[config.mk]
export PLATFORM = sky130hd
export DESIGN_NAME = axil_regbank_slave_flat
export DESIGN_NICKNAME = d
export VERILOG_FILES = /design/src/rtl/axil_regbank_slave_if.sv /design/src/rtl/axil_regbank_slave.sv /design/src/flat_wrapper.sv
export SDC_FILE = /design/constraint.sdc
export NUM_CORES = 1
export LEC_CHECK = 0
export BUFFER_PORTS_ARGS = -buffer_cell sky130_fd_sc_hd__buf_4
export CAP_MARGIN = 20
export CORE_UTILIZATION = 35
export DETAILED_ROUTE_END_ITERATION = 8
export SLEW_MARGIN = 10
export SYNTH_ARGS = -nofsm -noshare
export SYNTH_HDL_FRONTEND = slang
export SYNTH_SLANG_ARGS = --single-unit
export TNS_END_PERCENT = 50
[constraint.sdc]
create_clock -name ACLK -period 3.1 [get_ports ACLK]
set_input_delay 0 -clock ACLK [delete_from_list [all_inputs] [get_ports ACLK]]
set_output_delay 0 -clock ACLK [all_outputs]
set_load 0.01 [all_outputs]
[src/rtl/axil_regbank_slave_if.sv]
`default_nettype none
// ============================================================================
// Module   : axil_regbank_slave_if
// Brief    : AXI4-Lite five-channel bundle with master/slave views.
// Revision : 1.0
// ============================================================================
interface axil_regbank_slave_if #(
   parameter int ADDR_W = 32
);
   logic              AWVALID;
   logic              AWREADY;
   logic [ADDR_W-1:0] AWADDR;
   logic [2:0]        AWPROT;
   logic              WVALID;
   logic              WREADY;
   logic [31:0]       WDATA;
   logic [3:0]        WSTRB;
   logic              BVALID;
   logic              BREADY;
   logic [1:0]        BRESP;
   logic              ARVALID;
   logic              ARREADY;
   logic [ADDR_W-1:0] ARADDR;
   logic [2:0]        ARPROT;
   logic              RVALID;
   logic              RREADY;
   logic [31:0]       RDATA;
   logic [1:0]        RRESP;

   modport master (
      output AWVALID, AWADDR, AWPROT, WVALID, WDATA, WSTRB, BREADY,
             ARVALID, ARADDR, ARPROT, RREADY,
      input  AWREADY, WREADY, BVALID, BRESP, ARREADY, RVALID, RDATA, RRESP
   );

   modport slave (
      input  AWVALID, AWADDR, AWPROT, WVALID, WDATA, WSTRB, BREADY,
             ARVALID, ARADDR, ARPROT, RREADY,
      output AWREADY, WREADY, BVALID, BRESP, ARREADY, RVALID, RDATA, RRESP
   );
endinterface
`default_nettype wire

[src/rtl/axil_regbank_slave.sv]
`default_nettype none
// ============================================================================
// Module   : axil_regbank_slave
// Brief    : AXI4-Lite responder exposing NUM_REGS 32-bit registers.
// Revision : 1.0
// ============================================================================
module axil_regbank_slave #(
   parameter int ADDR_W   = 32,
   parameter int DATA_W   = 32,
   parameter int NUM_REGS = 8
) (
   input  wire logic                     ACLK,
   input  wire logic                     ARESET,
   axil_regbank_slave_if.slave           s_axil,
   output logic [NUM_REGS*DATA_W-1:0]    regs_o
);
   localparam int         c_IDX_W  = (NUM_REGS > 1) ? $clog2(NUM_REGS) : 1;
   localparam int         c_LANES  = DATA_W / 8;
   localparam logic [1:0] c_OKAY   = 2'b00;
   localparam logic [1:0] c_SLVERR = 2'b10;

   typedef enum logic [0:0] {W_IDLE = 1'b0, W_RESP = 1'b1} wstate_t;
   typedef enum logic [0:0] {R_IDLE = 1'b0, R_DATA = 1'b1} rstate_t;

   logic [DATA_W-1:0] r_regs [NUM_REGS];

   wstate_t           r_wstate;
   logic              r_awready, r_wready, r_bvalid;
   logic [1:0]        r_bresp;
   logic              r_aw_got, r_w_got;
   logic [ADDR_W-1:0] r_awaddr;
   logic [DATA_W-1:0] r_wdata;
   logic [c_LANES-1:0] r_wstrb;

   rstate_t           r_rstate;
   logic              r_arready, r_rvalid;
   logic [1:0]        r_rresp;
   logic [DATA_W-1:0] r_rdata;

   logic              w_aw_fire, w_w_fire, w_have_aw, w_have_w;
   logic [ADDR_W-1:0] w_awaddr;
   logic [DATA_W-1:0] w_wdata;
   logic [c_LANES-1:0] w_wstrb;
   logic              w_wr_ok, w_rd_ok;
   logic [c_IDX_W-1:0] w_wr_idx, w_rd_idx;
   logic              w_unused;

   // A beat arriving this cycle is used directly so the pair completes at its own edge.
   assign w_aw_fire = s_axil.AWVALID & r_awready;
   assign w_w_fire  = s_axil.WVALID  & r_wready;
   assign w_have_aw = r_aw_got | w_aw_fire;
   assign w_have_w  = r_w_got  | w_w_fire;
   assign w_awaddr  = r_aw_got ? r_awaddr : s_axil.AWADDR;
   assign w_wdata   = r_w_got  ? r_wdata  : s_axil.WDATA;
   assign w_wstrb   = r_w_got  ? r_wstrb  : s_axil.WSTRB;

   assign w_wr_idx  = w_awaddr[2 +: c_IDX_W];
   assign w_rd_idx  = s_axil.ARADDR[2 +: c_IDX_W];
   assign w_wr_ok   = ((w_awaddr      >> (2 + c_IDX_W)) == '0);
   assign w_rd_ok   = ((s_axil.ARADDR >> (2 + c_IDX_W)) == '0);

   assign w_unused  = ^{s_axil.AWPROT, s_axil.ARPROT};

   always_ff @(posedge ACLK) begin
      if (ARESET) begin
         r_wstate  <= W_IDLE;
         r_awready <= 1'b1;
         r_wready  <= 1'b1;
         r_bvalid  <= 1'b0;
         r_bresp   <= c_OKAY;
         r_aw_got  <= 1'b0;
         r_w_got   <= 1'b0;
         r_awaddr  <= '0;
         r_wdata   <= '0;
         r_wstrb   <= '0;
         for (int k = 0; k < NUM_REGS; k++) r_regs[k] <= '0;
      end else begin
         case (r_wstate)
            W_IDLE: begin
               if (w_aw_fire) begin
                  r_awaddr  <= s_axil.AWADDR;
                  r_aw_got  <= 1'b1;
                  r_awready <= 1'b0;
               end
               if (w_w_fire) begin
                  r_wdata  <= s_axil.WDATA;
                  r_wstrb  <= s_axil.WSTRB;
                  r_w_got  <= 1'b1;
                  r_wready <= 1'b0;
               end
               if (w_have_aw && w_have_w) begin
                  if (w_wr_ok) begin
                     for (int b = 0; b < c_LANES; b++)
                        if (w_wstrb[b]) r_regs[w_wr_idx][8*b +: 8] <= w_wdata[8*b +: 8];
                  end
                  r_bresp   <= w_wr_ok ? c_OKAY : c_SLVERR;
                  r_bvalid  <= 1'b1;
                  r_awready <= 1'b0;
                  r_wready  <= 1'b0;
                  r_wstate  <= W_RESP;
               end
            end
            W_RESP: begin
               if (s_axil.BREADY) begin
                  r_bvalid  <= 1'b0;
                  r_awready <= 1'b1;
                  r_wready  <= 1'b1;
                  r_aw_got  <= 1'b0;
                  r_w_got   <= 1'b0;
                  r_wstate  <= W_IDLE;
               end
            end
            default: r_wstate <= W_IDLE;
         endcase
      end
   end

   // Reads sample r_regs before any same-edge commit lands, so they see the old value.
   always_ff @(posedge ACLK) begin
      if (ARESET) begin
         r_rstate  <= R_IDLE;
         r_arready <= 1'b1;
         r_rvalid  <= 1'b0;
         r_rresp   <= c_OKAY;
         r_rdata   <= '0;
      end else begin
         case (r_rstate)
            R_IDLE: begin
               if (s_axil.ARVALID) begin
                  r_rdata   <= w_rd_ok ? r_regs[w_rd_idx] : '0;
                  r_rresp   <= w_rd_ok ? c_OKAY : c_SLVERR;
                  r_rvalid  <= 1'b1;
                  r_arready <= 1'b0;
                  r_rstate  <= R_DATA;
               end
            end
            R_DATA: begin
               if (s_axil.RREADY) begin
                  r_rvalid  <= 1'b0;
                  r_arready <= 1'b1;
                  r_rstate  <= R_IDLE;
               end
            end
            default: r_rstate <= R_IDLE;
         endcase
      end
   end

   assign s_axil.AWREADY = r_awready;
   assign s_axil.WREADY  = r_wready;
   assign s_axil.BVALID  = r_bvalid;
   assign s_axil.BRESP   = r_bresp;
   assign s_axil.ARREADY = r_arready;
   assign s_axil.RVALID  = r_rvalid;
   assign s_axil.RDATA   = r_rdata;
   assign s_axil.RRESP   = r_rresp;

   generate
      for (genvar k = 0; k < NUM_REGS; k++) begin : g_regs_o
         assign regs_o[DATA_W*k +: DATA_W] = r_regs[k];
      end
   endgenerate
endmodule
`default_nettype wire
[src/flat_wrapper.sv]
// flat-port wrapper written by rule: the top's interface ports become plain ports
module axil_regbank_slave_flat 
#(
   parameter int ADDR_W   = 32,
   parameter int DATA_W   = 32,
   parameter int NUM_REGS = 8
)
  (ACLK, ARESET, regs_o, s_axil_AWVALID, s_axil_AWADDR, s_axil_AWPROT, s_axil_WVALID, s_axil_WDATA, s_axil_WSTRB, s_axil_BREADY, s_axil_ARVALID, s_axil_ARADDR, s_axil_ARPROT, s_axil_RREADY, s_axil_AWREADY, s_axil_WREADY, s_axil_BVALID, s_axil_BRESP, s_axil_ARREADY, s_axil_RVALID, s_axil_RDATA, s_axil_RRESP);
  axil_regbank_slave_if #(.ADDR_W(ADDR_W)) s_axil_i ();
  input  wire logic ACLK;
  input  wire logic ARESET;
  output logic [NUM_REGS*DATA_W-1:0] regs_o;
  input wire logic [$bits(s_axil_i.AWVALID)-1:0] s_axil_AWVALID;
  input wire logic [$bits(s_axil_i.AWADDR)-1:0] s_axil_AWADDR;
  input wire logic [$bits(s_axil_i.AWPROT)-1:0] s_axil_AWPROT;
  input wire logic [$bits(s_axil_i.WVALID)-1:0] s_axil_WVALID;
  input wire logic [$bits(s_axil_i.WDATA)-1:0] s_axil_WDATA;
  input wire logic [$bits(s_axil_i.WSTRB)-1:0] s_axil_WSTRB;
  input wire logic [$bits(s_axil_i.BREADY)-1:0] s_axil_BREADY;
  input wire logic [$bits(s_axil_i.ARVALID)-1:0] s_axil_ARVALID;
  input wire logic [$bits(s_axil_i.ARADDR)-1:0] s_axil_ARADDR;
  input wire logic [$bits(s_axil_i.ARPROT)-1:0] s_axil_ARPROT;
  input wire logic [$bits(s_axil_i.RREADY)-1:0] s_axil_RREADY;
  output wire logic [$bits(s_axil_i.AWREADY)-1:0] s_axil_AWREADY;
  output wire logic [$bits(s_axil_i.WREADY)-1:0] s_axil_WREADY;
  output wire logic [$bits(s_axil_i.BVALID)-1:0] s_axil_BVALID;
  output wire logic [$bits(s_axil_i.BRESP)-1:0] s_axil_BRESP;
  output wire logic [$bits(s_axil_i.ARREADY)-1:0] s_axil_ARREADY;
  output wire logic [$bits(s_axil_i.RVALID)-1:0] s_axil_RVALID;
  output wire logic [$bits(s_axil_i.RDATA)-1:0] s_axil_RDATA;
  output wire logic [$bits(s_axil_i.RRESP)-1:0] s_axil_RRESP;
  assign s_axil_i.AWVALID = s_axil_AWVALID;
  assign s_axil_i.AWADDR = s_axil_AWADDR;
  assign s_axil_i.AWPROT = s_axil_AWPROT;
  assign s_axil_i.WVALID = s_axil_WVALID;
  assign s_axil_i.WDATA = s_axil_WDATA;
  assign s_axil_i.WSTRB = s_axil_WSTRB;
  assign s_axil_i.BREADY = s_axil_BREADY;
  assign s_axil_i.ARVALID = s_axil_ARVALID;
  assign s_axil_i.ARADDR = s_axil_ARADDR;
  assign s_axil_i.ARPROT = s_axil_ARPROT;
  assign s_axil_i.RREADY = s_axil_RREADY;
  assign s_axil_AWREADY = s_axil_i.AWREADY;
  assign s_axil_WREADY = s_axil_i.WREADY;
  assign s_axil_BVALID = s_axil_i.BVALID;
  assign s_axil_BRESP = s_axil_i.BRESP;
  assign s_axil_ARREADY = s_axil_i.ARREADY;
  assign s_axil_RVALID = s_axil_i.RVALID;
  assign s_axil_RDATA = s_axil_i.RDATA;
  assign s_axil_RRESP = s_axil_i.RRESP;
  axil_regbank_slave #(.ADDR_W(ADDR_W), .DATA_W(DATA_W), .NUM_REGS(NUM_REGS)) u_core (.ACLK(ACLK), .ARESET(ARESET), .s_axil(s_axil_i), .regs_o(regs_o));
endmodule
==> results.tsv <==
metric	value	unit
cp-start-kind	flip-flop	
rows	78	
placedCellCount	2280	
grt_pass1_vias	12300	
ant_nets	0	
seqPwrFrac	45.4	%
drt-total-wl	53300	um
fin_skew	20.9	ps
critPathRequiredTime	3300	ps
path_cells	nor4b_2, nand4_2, nand2_1, nand4_2, nand2b_1	
ys.flop_type	edfxtp_1	
drt_iter0_drc	1021	
clock-sinks	365	
ys_seq_area_share	61.6	%
p_per_area	556	nW/um^2
grt_overflow	0	
layout_min_cycle_time	2900	ps
ys_warn_count	0	
place.gp.congestion	0.863	
p_leak	8.54	nW
cts_tree	yes	
synth.distinct_cells	43	
fin_nets	1909	
cts_buffers	42	
cts_setup_buffers	0	
register_area	9870	sq um
worstMarginPinSlew	992	ps
areaGrowthSynthToFinish	37.3	%
port_buffers	397	
status	complete, no violations	
tns	0	ps
arrival	3100	ps
cts_buffer_depth	3	
synth_area	16000	sq um
cts-root-buf	clkbuf_16	
hold_viol_final	0	
final_util	48.6	%
route.detailed.drc	0	
n_antenna_cell	0	
ys_ff_latch	365	
clock.fmax	345	MHz
htree_num_levels	2	
slew_violations	0	
grt_pass1_wl	78100	um
dieArea	46600	sq um
postSynthCellCount	1331	
rsz0062_at_grt	no	
vias_per_cell	5.10	
hold_class	in -> reg	
crit_fanout	9	
place_hpwl	37600	um
internal-power	9.31	mW
clkLatencyLatePin	550	ps
core	45300	sq um
clk_pin_slew	60	ps
relSlewSlack	33.9	%
die_y	216	um
antenna_found_initial	1	
irDropWorstVdd	0.000389	V
grt_util_all_layers	22.4	%
drive_above_1_share	36.8	%
maxCapViolations	0	
vias	12400	
cp_slowest_cell	nand2_1	
grt_max_degree	141	
drt-wirelength-per-cell	21.9	um
io_pins	410	
cpMostUsedCell	nand4_2	
fp.dieW	216	um
setup_viol	0	
placed_area	19800	sq um
cp-end-kind	flip-flop	
hold_ws	42.3	ps
initial_core_util	35.4	%
avgSynthCellArea	12.0	sq um
critPathMaxStageDelay	570	ps
multi_input_area	5780	sq um
path_class	reg -> reg	
p_sw_share	23.8	%
comb_power_share	11.7	%
drtPass1Iterations	5	
async_flop_share	0	%
final_cell_count_no_fill	2430	
design_area	22000	sq um
fin_crit_sh	93.4	%
fillers	4118	
p_sw	2.91	mW
synth_edf_count	256	
p_clk_share	42.8	%
==> final cells by class <==
class | count | share of cell area (%)
clock inverter | 19 | 1.13
multi-input combinational | 866 | 26.3
timing repair buffer | 516 | 18.7
clock buffer | 59 | 5.56
tap | 600 | 3.41
inverter | 5 | 0.0853
sequential | 365 | 44.9
==> worst max-delay path: cells and delay by family, from the launching register on <==
| family | cells | cell delay, ps |
|---|---|---|
| flip-flops | 1 | 540 |
| AND/OR/NAND/NOR | 5 | 2010 |
==> power by group through the flow <==
stage	logic [mW]	registers, mW	clock network [mW]
final	1.43	5.55	5.24
after global routing	1.54	5.57	5.52
after CTS	1.44	5.55	5.31
after detailed placement	1.36	5.66	0
after global placement	1.34	5.65	0
after floorplan	0.709	5.66	0
==> cells by family after synthesis <==
logic type	share of synthesized area, %
buf+inv	2.52
mux	13.5
simple gates	15.8
compound gates	6.52
other cells	0.0234
flops	61.6
==> placed cells by master, fill, tap and decap left out, types with 32 or more instances in the layout <==
master / n
buf_4: 440
a21oi_1: 77
clkbuf_16: 45
dfxtp_1: 108
edfxtp_1: 256
a22oi_1: 32
mux2i_1: 36
nor2_1: 304
mux2_2: 32
mux4_2: 64
or2_2: 34
nand2_1: 172
dlygate4sd3_1: 72
==> path summary, 6_finish.rpt <==
path	from	cells after the start	slack (ps)	endpoint
max	u_core.r_aw_got	5	200	u_core.r_regs[2][7]
min	s_axil_WVALID	5	40	u_core.r_wdata[3]
max reg2reg	u_core.r_aw_got	5	200	u_core.r_regs[2][7]
min reg2reg	u_core.r_wdata[5]	2	450	u_core.r_wdata[5]
==> cells in the mapped netlist (2+ instances only) <==
library cell  count  area [sq um]
a31o_2            4          35.0
nor3_1           10          50.1
buf_4             3          22.5
buf_2            11          55.1
inv_1             5          18.8
mux4_2           64          1440
nand4_2           5          62.6
a31oi_1           2          12.5
mux2i_1          36           360
or2_2            34           213
o21bai_1         27           203
a221oi_2          2          30.0
nand2_1         172           646
nand2_4          12           135
a21oi_1          77           385
clkbuf_1         82           308
o21a_1            3          22.5
nand3_1           2          10.0
nand4_1           3          18.8
mux2_2           32           360
nor3_2            3          30.0
dfxtp_1         109          2180
a21o_1            2          15.0
edfxtp_1        256          7690
nor2_1          307          1150
a22oi_1          32           240
a221oi_4          2          52.6
nor4_1           15          93.8
nand2b_1          5          31.3
==> timing repair <==
action	4_1_cts	5_1_grt
hold buffers	72	0
endpoints found under the setup margin	0	28
resized for setup	0	1
endpoints found under the hold margin	109	0
==> registers in the layout, indices dropped and copies added (netlist names), 4 cells and up <==
register	count
u_core.r_wdata	32
u_core.r_awaddr	30
u_core.r_regs	256
u_core.r_wstrb	4
u_core.s_axil.RDATA	32
==> per-stage QoR <==
stage | worst slack [ps] | power [mW]
floorplan | 752 | 6.37
global placement | 270 | 6.99
detailed placement | 149 | 7.01
CTS | 96.1 | 12.3
global route | 33.4 | 12.6
finish | 204 | 12.2
==> per-layer routing <==
layer | wire length (um) | vias to the layer above | track usage, %
met3 | 2960 | 84 | 4.83
met4 | 1520 | 0 | 7.18
li1 | - | 5695 | -
met2 | 27000 | 425 | 38.8
met1 | 21800 | 6181 | 27.9
met5 | 0 | - | 0
No activity file was read; power rests on OpenSTA's default activity.
